`config.mk`:
```
export PLATFORM = sky130hd
export DESIGN_NAME = tiled_matmul_seq_flat
export DESIGN_NICKNAME = d
export VERILOG_FILES = /design/src/rtl/tiled_matmul_seq_if.sv /design/src/rtl/tiled_matmul_seq.sv /design/src/flat_wrapper.sv
export SDC_FILE = /design/constraint.sdc
export NUM_CORES = 2
export LEC_CHECK = 0
export BUFFER_PORTS_ARGS = -buffer_cell sky130_fd_sc_hd__buf_4
export CORE_MARGIN = 2
export CORE_UTILIZATION = 40
export DETAILED_ROUTE_END_ITERATION = 12
export PLACE_DENSITY = 0.56
export SYNTH_ARGS = -nofsm -noshare
export SYNTH_HDL_FRONTEND = slang
export SYNTH_SLANG_ARGS = --single-unit
```
`constraint.sdc`:
```
create_clock -name clk -period 12.5 [get_ports clk]
set_clock_uncertainty 0.1 [all_clocks]
set_input_delay 0.625 -clock clk [delete_from_list [all_inputs] [get_ports clk]]
set_output_delay 0.625 -clock clk [all_outputs]
set_load 0.01 [all_outputs]
```
`src/rtl/tiled_matmul_seq_if.sv`:
```
// tiled_matmul_seq_if
//   Bus bundle between the tiled matrix-multiply engine and its tile memory.
//   Read side : ren/raddr from the engine, rdata/rready from memory.
//               A word moves on every cycle with ren && rready.
//   Write side: wen/waddr/wdata from the engine, wready from the sink.
//               A word moves on every cycle with wen && wready.
//   raddr = {sel (0=A, 1=B), tile_row, tile_col}
//   waddr = {tile_row, tile_col, word index}
//   Modports: master = engine side, slave = memory/sink side.
interface tiled_matmul_seq_if #(
  parameter int T    = 4,
  parameter int DW   = 16,
  parameter int OW   = 32,
  parameter int IDXW = 1
) ();
  localparam int WIW = $clog2(T * T);

  logic                  ren;
  logic [2*IDXW:0]       raddr;
  logic [DW-1:0]         rdata;
  logic                  rready;
  logic                  wen;
  logic [2*IDXW+WIW-1:0] waddr;
  logic [OW-1:0]         wdata;
  logic                  wready;

  modport master (
    output ren, raddr, wen, waddr, wdata,
    input  rdata, rready, wready
  );

  modport slave (
    input  ren, raddr, wen, waddr, wdata,
    output rdata, rready, wready
  );
endinterface

```
`src/rtl/tiled_matmul_seq.sv`:
```
// tiled_matmul_seq
//   Tiled signed matrix multiply C = A*B for an (n_tiles*T) x (n_tiles*T)
//   matrix. For every output tile C(i,j) (row-major), and for k = 0..n-1,
//   the engine fetches tile A(i,k) then B(k,j) as word-serial bursts, runs
//   T^3 single-multiplier MAC cycles, and after the last k streams the
//   T*T accumulator words out. Accumulation wraps modulo 2^OW.
// Ports
//   clk        rising-edge clock
//   rstn       synchronous active-low reset
//   start      launch request; only a rising edge seen in IDLE launches
//   n_tiles    tiles per side, sampled at launch, clamped to NT_MAX
//   bus        tiled_matmul_seq_if master (tile reads, result writes)
//   all_finish one-cycle pulse after the last result word is accepted
//   state      FSM state for debug
// Assumes T >= 2 so that word and MAC counters have non-zero width.
module tiled_matmul_seq #(
  parameter int T      = 4,
  parameter int DW     = 16,
  parameter int OW     = 32,
  parameter int NT_MAX = 2,
  parameter int IDXW   = 1
) (
  input  logic                      clk,
  input  logic                      rstn,
  input  logic                      start,
  input  logic [IDXW:0]             n_tiles,
  tiled_matmul_seq_if.master        bus,
  output logic                      all_finish,
  output logic [2:0]                state
);

  localparam int NW  = T * T;
  localparam int WIW = $clog2(NW);
  localparam int CW  = $clog2(T);
  localparam int PW  = 2 * DW;

  localparam logic [WIW-1:0] LAST_W = WIW'(NW - 1);
  localparam logic [CW-1:0]  LAST_C = CW'(T - 1);
  localparam logic [IDXW:0]  NT_CAP = (IDXW + 1)'(NT_MAX);
  localparam logic [IDXW:0]  ONE_NT = (IDXW + 1)'(1);

  typedef enum logic [2:0] {
    IDLE   = 3'd0,
    LOAD_A = 3'd1,
    LOAD_B = 3'd2,
    MAC    = 3'd3,
    WRITE  = 3'd4,
    DONE   = 3'd5
  } state_t;

  state_t state_q, state_d;

  logic            start_d;
  logic [IDXW:0]   nt;
  logic [IDXW:0]   nt_in;
  logic [IDXW:0]   nt_m1;
  logic [IDXW-1:0] ti, tj, tk;
  logic [WIW-1:0]  ptr, wptr;
  logic            ld_armed;
  logic [CW-1:0]   mr, mc, mm;
  logic            finish_q;

  logic signed [DW-1:0] a_buf [NW];
  logic signed [DW-1:0] b_buf [NW];
  logic signed [OW-1:0] acc   [NW];

  logic                 launch;
  logic                 xfer;
  logic                 load_last;
  logic                 mac_last;
  logic                 k_last;
  logic                 j_last;
  logic                 tile_last;
  logic                 w_acc;
  logic                 w_last;
  logic                 first_term;
  logic [WIW-1:0]       a_idx, b_idx, c_idx;
  logic signed [PW-1:0] prod;
  logic signed [OW-1:0] prod_ext;

  // A launch needs a fresh rising edge of start, so a start held high
  // across DONE does not restart the engine.
  assign launch    = (state_q == IDLE) && start && !start_d;
  assign nt_in     = (n_tiles > NT_CAP) ? NT_CAP : n_tiles;
  assign nt_m1     = nt - ONE_NT;

  assign xfer      = bus.ren && bus.rready;
  assign load_last = xfer && (ptr == LAST_W);
  assign mac_last  = (mr == LAST_C) && (mc == LAST_C) && (mm == LAST_C);
  assign k_last    = ({1'b0, tk} == nt_m1);
  assign j_last    = ({1'b0, tj} == nt_m1);
  assign tile_last = ({1'b0, ti} == nt_m1) && j_last;
  assign w_acc     = bus.wen && bus.wready;
  assign w_last    = w_acc && (wptr == LAST_W);

  // MAC operand selection: A[mr][mm] * B[mm][mc] into acc[mr][mc].
  // The first term of the first k overwrites, so accumulators never need
  // clearing between output tiles.
  assign a_idx      = WIW'(int'(mr) * T + int'(mm));
  assign b_idx      = WIW'(int'(mm) * T + int'(mc));
  assign c_idx      = WIW'(int'(mr) * T + int'(mc));
  assign prod       = PW'(a_buf[a_idx]) * PW'(b_buf[b_idx]);
  assign prod_ext   = OW'(prod);
  assign first_term = (tk == '0) && (mm == '0);

  // State register.
  always_ff @(posedge clk) begin
    if (!rstn) begin
      state_q <= IDLE;
    end else begin
      state_q <= state_d;
    end
  end

  // Next-state logic.
  always_comb begin
    state_d = state_q;
    case (state_q)
      IDLE:    if (launch) state_d = (nt_in == '0) ? DONE : LOAD_A;
      LOAD_A:  if (load_last) state_d = LOAD_B;
      LOAD_B:  if (load_last) state_d = MAC;
      MAC:     if (mac_last) state_d = k_last ? WRITE : LOAD_A;
      WRITE:   if (w_last) state_d = tile_last ? DONE : LOAD_A;
      DONE:    state_d = IDLE;
      default: state_d = IDLE;
    endcase
  end

  // Outputs. ren waits one cycle after entering a load state (ld_armed),
  // which gives the mandatory ren-low gap between consecutive bursts.
  always_comb begin
    bus.ren   = 1'b0;
    bus.raddr = '0;
    bus.wen   = 1'b0;
    bus.waddr = '0;
    bus.wdata = '0;
    case (state_q)
      LOAD_A: begin
        bus.ren   = ld_armed;
        bus.raddr = {1'b0, ti, tk};
      end
      LOAD_B: begin
        bus.ren   = ld_armed;
        bus.raddr = {1'b1, tk, tj};
      end
      WRITE: begin
        bus.wen   = 1'b1;
        bus.waddr = {ti, tj, wptr};
        bus.wdata = acc[wptr];
      end
      default: ;
    endcase
  end

  assign all_finish = finish_q;
  assign state      = state_q;

  // Loop counters: word pointers, MAC indices, tile indices.
  always_ff @(posedge clk) begin
    if (!rstn) begin
      start_d  <= 1'b0;
      finish_q <= 1'b0;
      nt       <= '0;
      ti       <= '0;
      tj       <= '0;
      tk       <= '0;
      ptr      <= '0;
      wptr     <= '0;
      ld_armed <= 1'b0;
      mr       <= '0;
      mc       <= '0;
      mm       <= '0;
    end else begin
      start_d  <= start;
      finish_q <= (state_q == DONE);
      case (state_q)
        IDLE: begin
          if (launch) begin
            nt       <= nt_in;
            ti       <= '0;
            tj       <= '0;
            tk       <= '0;
            ptr      <= '0;
            wptr     <= '0;
            ld_armed <= 1'b0;
            mr       <= '0;
            mc       <= '0;
            mm       <= '0;
          end
        end
        LOAD_A, LOAD_B: begin
          if (!ld_armed) begin
            ld_armed <= 1'b1;
            ptr      <= '0;
          end else if (bus.rready) begin
            if (ptr == LAST_W) begin
              ptr      <= '0;
              ld_armed <= 1'b0;
            end else begin
              ptr <= ptr + 1'b1;
            end
          end
        end
        MAC: begin
          if (mm != LAST_C) begin
            mm <= mm + 1'b1;
          end else begin
            mm <= '0;
            if (mc != LAST_C) begin
              mc <= mc + 1'b1;
            end else begin
              mc <= '0;
              mr <= (mr == LAST_C) ? '0 : mr + 1'b1;
            end
          end
          if (mac_last) tk <= k_last ? '0 : tk + 1'b1;
        end
        WRITE: begin
          if (bus.wready) begin
            if (wptr == LAST_W) begin
              wptr <= '0;
              if (j_last) begin
                tj <= '0;
                ti <= ti + 1'b1;
              end else begin
                tj <= tj + 1'b1;
              end
            end else begin
              wptr <= wptr + 1'b1;
            end
          end
        end
        default: ;
      endcase
    end
  end

  // Tile buffers are plain storage and deliberately not reset.
  always_ff @(posedge clk) begin
    if (xfer) begin
      if (state_q == LOAD_A) a_buf[ptr] <= bus.rdata;
      else                   b_buf[ptr] <= bus.rdata;
    end
  end

  // Accumulators, one product per MAC cycle, wrapping at OW bits.
  always_ff @(posedge clk) begin
    if (state_q == MAC) begin
      acc[c_idx] <= first_term ? prod_ext : acc[c_idx] + prod_ext;
    end
  end

endmodule
```
`src/flat_wrapper.sv`:
```
// flat-port wrapper written by rule: the top's interface ports become plain ports
module tiled_matmul_seq_flat 
#(
  parameter int T      = 4,
  parameter int DW     = 16,
  parameter int OW     = 32,
  parameter int NT_MAX = 2,
  parameter int IDXW   = 1
)
  (clk, rstn, start, n_tiles, all_finish, state, bus_ren, bus_raddr, bus_wen, bus_waddr, bus_wdata, bus_rdata, bus_rready, bus_wready);
  tiled_matmul_seq_if #(.T(T), .DW(DW), .OW(OW), .IDXW(IDXW)) bus_i ();
  input  logic clk;
  input  logic rstn;
  input  logic start;
  input  logic [IDXW:0] n_tiles;
  output logic all_finish;
  output logic [2:0] state;
  output wire logic [$bits(bus_i.ren)-1:0] bus_ren;
  output wire logic [$bits(bus_i.raddr)-1:0] bus_raddr;
  output wire logic [$bits(bus_i.wen)-1:0] bus_wen;
  output wire logic [$bits(bus_i.waddr)-1:0] bus_waddr;
  output wire logic [$bits(bus_i.wdata)-1:0] bus_wdata;
  input wire logic [$bits(bus_i.rdata)-1:0] bus_rdata;
  input wire logic [$bits(bus_i.rready)-1:0] bus_rready;
  input wire logic [$bits(bus_i.wready)-1:0] bus_wready;
  assign bus_ren = bus_i.ren;
  assign bus_raddr = bus_i.raddr;
  assign bus_wen = bus_i.wen;
  assign bus_waddr = bus_i.waddr;
  assign bus_wdata = bus_i.wdata;
  assign bus_i.rdata = bus_rdata;
  assign bus_i.rready = bus_rready;
  assign bus_i.wready = bus_wready;
  tiled_matmul_seq #(.T(T), .DW(DW), .OW(OW), .NT_MAX(NT_MAX), .IDXW(IDXW)) u_core (.clk(clk), .rstn(rstn), .start(start), .n_tiles(n_tiles), .bus(bus_i), .all_finish(all_finish), .state(state));
endmodule
```
After elaboration in Yosys (flattened, before gate mapping):

Memory sizes are Yosys's and may differ from the RTL's. A register that Yosys moved wholly into a read port is not among the register bits.
Cells that the tools add are included.

* register bits after elaboration: 25
* memory bits (writable): 1024
* output and inout bits: 47
* memories: 3

* add/sub/neg operators: 13
* $mul: 1
* magnitude comparators: 1
* equal/unequal tests: 26
* mux-type cells: 60
* bitwise gates (word level): 1
* reductions and logical operators: 29

Memories
* u_core.acc: words 16, bits a word 32, read ports 2, clocked after memory_dff 1, wr ports 1, RTL line tiled_matmul_seq.sv:65 `logic signed [OW-1:0] acc [NW];`
* u_core.a_buf: words 16, bits a word 16, read ports 1, clocked after memory_dff 0, wr ports 1, RTL line tiled_matmul_seq.sv:63 `logic signed [DW-1:0] a_buf [NW];`
* u_core.b_buf: words 16, bits a word 16, read ports 1, clocked after memory_dff 0, wr ports 1, RTL line tiled_matmul_seq.sv:64 `logic signed [DW-1:0] b_buf [NW];`

Operator list (count)
* two-way mux 32 bit: 2
* adder 32 bit: 1
* multiplier 16 x 16 -> 32 bit: 1
* two-way mux 4 bit: 8
* two-way mux 3 bit: 8
* two-way mux 1 bit: 22
* two-way mux 2 bit: 8
* one-hot mux 4 bit (2 select lines): 2
* one-hot mux 3 bit (5 select lines): 1
* inequality test 2 x 1 -> 1 bit, second input constant: 7
* adder 4 x 2 -> 4 bit: 3
* one-hot mux 2 bit (2 select lines): 3
* AND reduction 3 bit: 4
* logical AND 1 bit: 10
* inequality test 2 bit, second input constant: 5
* AND reduction 5 bit: 2
* adder 4 x 1 -> 4 bit, second input constant: 2
* equality test 4 bit, second input constant: 2
* one-hot mux 1 bit (2 select lines): 4
* AND reduction 4 bit: 2
* adder 2 x 1 -> 2 bit, second input constant: 3
* equality test 1 x 2 -> 1 bit: 3
* equality test 2 bit, second input constant: 3
* equality test 3 x 2 -> 1 bit, second input constant: 2
* 15 further kinds: 23

Depth between registers and ports, before layout:

* depth after elaboration: 7
* gate-level depth with buffers: 42

Worst setup path after synthesis:

Ideal clock, no wire load.

* path type: register to register
* start point: reg u_core.mm[0]
* end point: mem u_core.acc[0][30], data pin
* library setup time: 0.284 ns
* arrival time: 8.921 ns
* required time: 12.116 ns
* path slack: 3.195 ns
* stages on the path, launching flop included: 39
* cell sequence: dfxtp_1 > buf_2 > buf_4 > buf_4 > buf_4 > mux4_2 > nand2_1 > nand3_1 > o21ai_1 > nor2_1 > fa_1 > inv_1 > fa_1 > fa_1 > fa_1 > inv_1 > fa_1 > inv_1 > [3 not listed] > a21o_1 > a21o_1 > a31oi_1 > nor2_1 > a211o_1 > a21oi_1 > xnor2_1 > ha_1 > a21o_1 > a21o_1 > a21oi_1 > o21ai_1 > a211oi_1 > a21oi_1 > a21o_1 > a21oi_1 > xor2_1 > o21ai_1

* longest elaborated chain between the ends: 5
* elaborated cells on any way between the ends: 9
* classes of those cells: add/sub (3); mul (1); mux (1); reduce/logical (2); memory (2)

RTL lines
* from (decl): RTL line tiled_matmul_seq.sv:60 `logic [CW-1:0] mr, mc, mm;`
* from (signal assigned): RTL line tiled_matmul_seq.sv:206 `mm <= mm + 1'b1;`
* adder 4 x 2 -> 4 bit, on equally long branches: RTL line tiled_matmul_seq.sv:99, tiled_matmul_seq.sv:100
* memory read (16 x 16 bit), on equally long branches
* multiplier 16 x 16 -> 32 bit: RTL line tiled_matmul_seq.sv:102 `assign prod = PW'(a_buf[a_idx]) * PW'(b_buf[b_idx]);`
* adder 32 bit: RTL line tiled_matmul_seq.sv:249 `acc[c_idx] <= first_term ? prod_ext : acc[c_idx] + prod_ext;`
* two-way mux 32 bit *: RTL line tiled_matmul_seq.sv:249
* to (decl): RTL line tiled_matmul_seq.sv:65

Every way passes the cells marked *; elsewhere a longest branch is shown, timed or not.

Worst setup path in the final report:

* start point: reg u_core.mm[0]
* end point: mem u_core.acc[10][31], data pin

Same word-level chain as after synthesis.

==> summary.md <==
| Metric | Value |
|---|---|
| Crit path max-delay family | `adder cells` |
| Clk buf depth | `3` |
| Final hold viol count | `0` |
| DR WL/cell | `25.9 um` |
| First-pass GRT wire length | `214 mm` |
| Hold path cells | `3` |
| Critical path's most frequent cell | `fa_1` |
| Layout area overhead | `11.5%` |
| Status | `complete, no violations` |
| Synth Net Count | `3881` |
| Critical path capture point type | `flop` |
| Final ANT Viol Nets | `0` |
| Pin count of the biggest net entering global routing | `95` |
| Syn Std Cell Area | `56100 um2` |
| Clock sinks | `1053` |
| Die outline width | `378 um` |
| Vias | `31000` |
| RePlAce Congestion | `0.846` |
| Hold WC Path Type | `primary input to flop` |
| Routing usage on met2 | `32.8%` |
| Distinct cells, synth | `65` |
| Htree depth | `3` |
| Layout cells sized above 1 | `22.6%` |
| Register clock-pin slew on the reported worst setup and hold paths | `60 ps` |
| Final nets | `3978` |
| Clk root buf | `clkbuf_16` |
| Postcts setup bufs | `0` |
| Grt total ovfl | `0` |
| Synth Area per Inst | `16.2 um2` |
| Worst EP required | `12750 ps` |
| Row cnt | `137` |
| M1 GR Usage | `29.7%` |
| Setup crit start | `u_core.mm[0]` |
| Drt first-iter violations | `2810` |
| CP Launch Type | `flop` |
| Ys Warns | `0` |
| Worst slew margin | `12.7%` |
| Worst reg2reg startpoint | `u_core.mm[0]` |
| Busiest grt layer | `met2` |
| CP Data Arrival Time | `11350 ps` |
| Die ar. | `143000 um2` |
| PnR worst setup slack | `1400 ps` |
| CP Class | `flop to flop` |
| Final instance area | `62500 um2` |
| IO Pins | `70` |
| Clock latency at the later pin of the worst-skew pair | `750 ps` |
| Detailed Place HPWL | `88.6 mm` |
| Final Slew Violations | `0` |
| MaxCap Viol Count | `0` |
| RSZ-0062 raised after global routing | `false` |
| Ys async rst share | `0%` |
| Via density | `5.60` |
| Synth Register Bits | `1053` |
| Routed wire length | `143 mm` |
| Crit-path max FO | `27` |
| Core Region | `139000 um2` |
| Slew of the pin with the lowest slew margin | `1310 ps` |
| Critical Path Stages | `34` |
| Total track usage | `20.5%` |
| Ys flop type | `edfxtp_1` |
| Residual DRC | `0` |
| Fmax | `0.0901 GHz` |
| Grt met3 use | `2.76%` |
| CTS Buf Count | `110` |
| R2R depth | `34` |
| 1st-pass router iterations | `7` |
| PortBufs | `69` |
| Initial core utilization | `40.2%` |
| Post-Syn Instances | `3465` |
| Critical Path Max Stage Delay | `900 ps` |
| Tcrit/Tclk final | `88.8%` |
| Final setup fails | `0` |
| Number of flops mapped to enable cells by yosys | `1024` |
| Setup_tns | `0 ps` |
| Vias in the first global route | `32400` |
| DIE HEIGHT | `378 um` |
| Post-synthesis sequential area ratio | `55.9%` |
| Hold Startpoint | `n_tiles[1]` |
| Initial antenna violation count | `1` |
| Placed cell areas | `59000 um2` |
| Pre-CTS setup slack | `1560 ps` |
| CP bufs+invs | `6` |
| Fin Hold WS | `86.4 ps` |
| Min cycle time layout | `11100 ps` |
| CTS tree | `yes` |
| Slowest cell on crit path | `xnor2_1` |
[cells in the final DEF (no fill, tap or decap), drive strengths merged, types with 44 or more instances in the layout]
| master | n |
|---|---|
| edfxtp | 1024 |
| mux4 | 458 |
| inv | 340 |
| fa | 263 |
| nor2 | 243 |
| nand2 | 241 |
| buf | 160 |
| clkbuf | 138 |
| ha | 130 |
| a21oi | 73 |
| o21ai | 68 |
| and2 | 64 |
| clkinv | 45 |
| xnor2 | 44 |
[synth_stat cells (8+ instances only)]
| cell type | number | area [um2] |
|---|---|---|
| o21a_1 | 13 | 97.6 |
| o21ai_0 | 26 | 130 |
| and2_1 | 63 | 394 |
| clkbuf_1 | 85 | 319 |
| nor2_1 | 242 | 908 |
| nand3_1 | 42 | 210 |
| buf_2 | 61 | 305 |
| a21oi_1 | 71 | 355 |
| and3_1 | 36 | 225 |
| nand2_1 | 241 | 905 |
| nand2b_1 | 17 | 106 |
| fa_1 | 263 | 5270 |
| ha_1 | 130 | 1630 |
| nor2b_1 | 22 | 138 |
| dfxtp_1 | 29 | 581 |
| buf_4 | 12 | 90.1 |
| nor3_1 | 24 | 120 |
| o21bai_1 | 8 | 60.1 |
| mux4_2 | 458 | 10300 |
| o211ai_1 | 8 | 60.1 |
| o21ai_1 | 38 | 190 |
| xnor2_1 | 44 | 385 |
| edfxtp_1 | 1024 | 30700 |
| xor2_1 | 24 | 210 |
| a31oi_1 | 9 | 56.3 |
| a21o_1 | 34 | 255 |
| nand4_1 | 12 | 75.1 |
| inv_1 | 332 | 1250 |
| buf_1 | 18 | 67.6 |
[through the flow]
stage          utilization, %  std cells
6_report                 44.9       5528
5_1_grt                  44.9       5527
4_1_cts                  44.9       5527
3_5_place_dp             42.3       5325
3_3_place_gp             42.3       5325
2_1_floorplan               -       3465
[worst reg2reg max path: cells and delay by family, from the launching register on]
family                   cells  cell delay, ps
XOR/XNOR                     3            1330
AO/OA/AOI/OAI                9            2750
buffers and inverters        6            1010
flip-flops                   1             700
adder cells (fa/ha/maj)      8            3590
AND/OR/NAND/NOR              8            1220
[flip-flops by register name, indices dropped and copies added (netlist names), 2 cells and up, named ones only]
| name | flops |
|---|---|
| u_core.ptr | 4 |
| u_core.mm | 2 |
| u_core.state | 3 |
| u_core.mc | 2 |
| u_core.wptr | 4 |
| u_core.nt | 2 |
| u_core.acc | 512 |
| u_core.b_buf | 256 |
| u_core.mr | 2 |
| u_core.a_buf | 256 |
[path summary, 6_finish.rpt]
path | endpoint | slack, ps
worst max-delay path | u_core.acc[10][31] | 1400
worst min-delay path | u_core.nt[1] | 90
worst max register to register | u_core.acc[10][31] | 1400
worst min register to register | flop | 450
[cell type report]
type                            count  area [um2]
Antenna cell                        1        2.50
Clock buffer                      138        2880
Clock inverter                     63         658
Fill cell                       12200       76800
Inverter                          337        1270
Multi-Input combinational cell   1899       22800
Sequential cell                  1053       31400
Tap cell                         1876        2350
Timing Repair Buffer              161        1250
[metal layers]
metal	up-vias	part of all wire, %
met5	-	0
met4	0	2.1
met3	177	5.5
met2	968	48
met1	16600	45
li1	13200	-
[cells by family (layout without fill, tap and decap cells)]
| logic type | after synthesis | after routing | share of synthesized area, % |
|---|---|---|---|
| and+or+nand+nor | 723 | 723 | 5.80 |
| AOI/OAI and AO/OA | 250 | 250 | 2.81 |
| adders and majority gates | 393 | 393 | 12.3 |
| muxes | 465 | 465 | 18.5 |
| xor gates and xnor gates | 68 | 68 | 1.06 |
| DFF | 1053 | 1053 | 55.9 |
| other | 0 | 1 | 0 |
| buffers and inverters | 513 | 699 | 3.65 |
[repair_timing]
item / in CTS / in global routing
resized for setup: 0 / 0
hold buffers: 1 / 0
endpoints found under the hold margin: 1 / 0
Power is not shown: default switching activity piles up to over one toggle a cycle in this logic, so the estimate is an artifact.
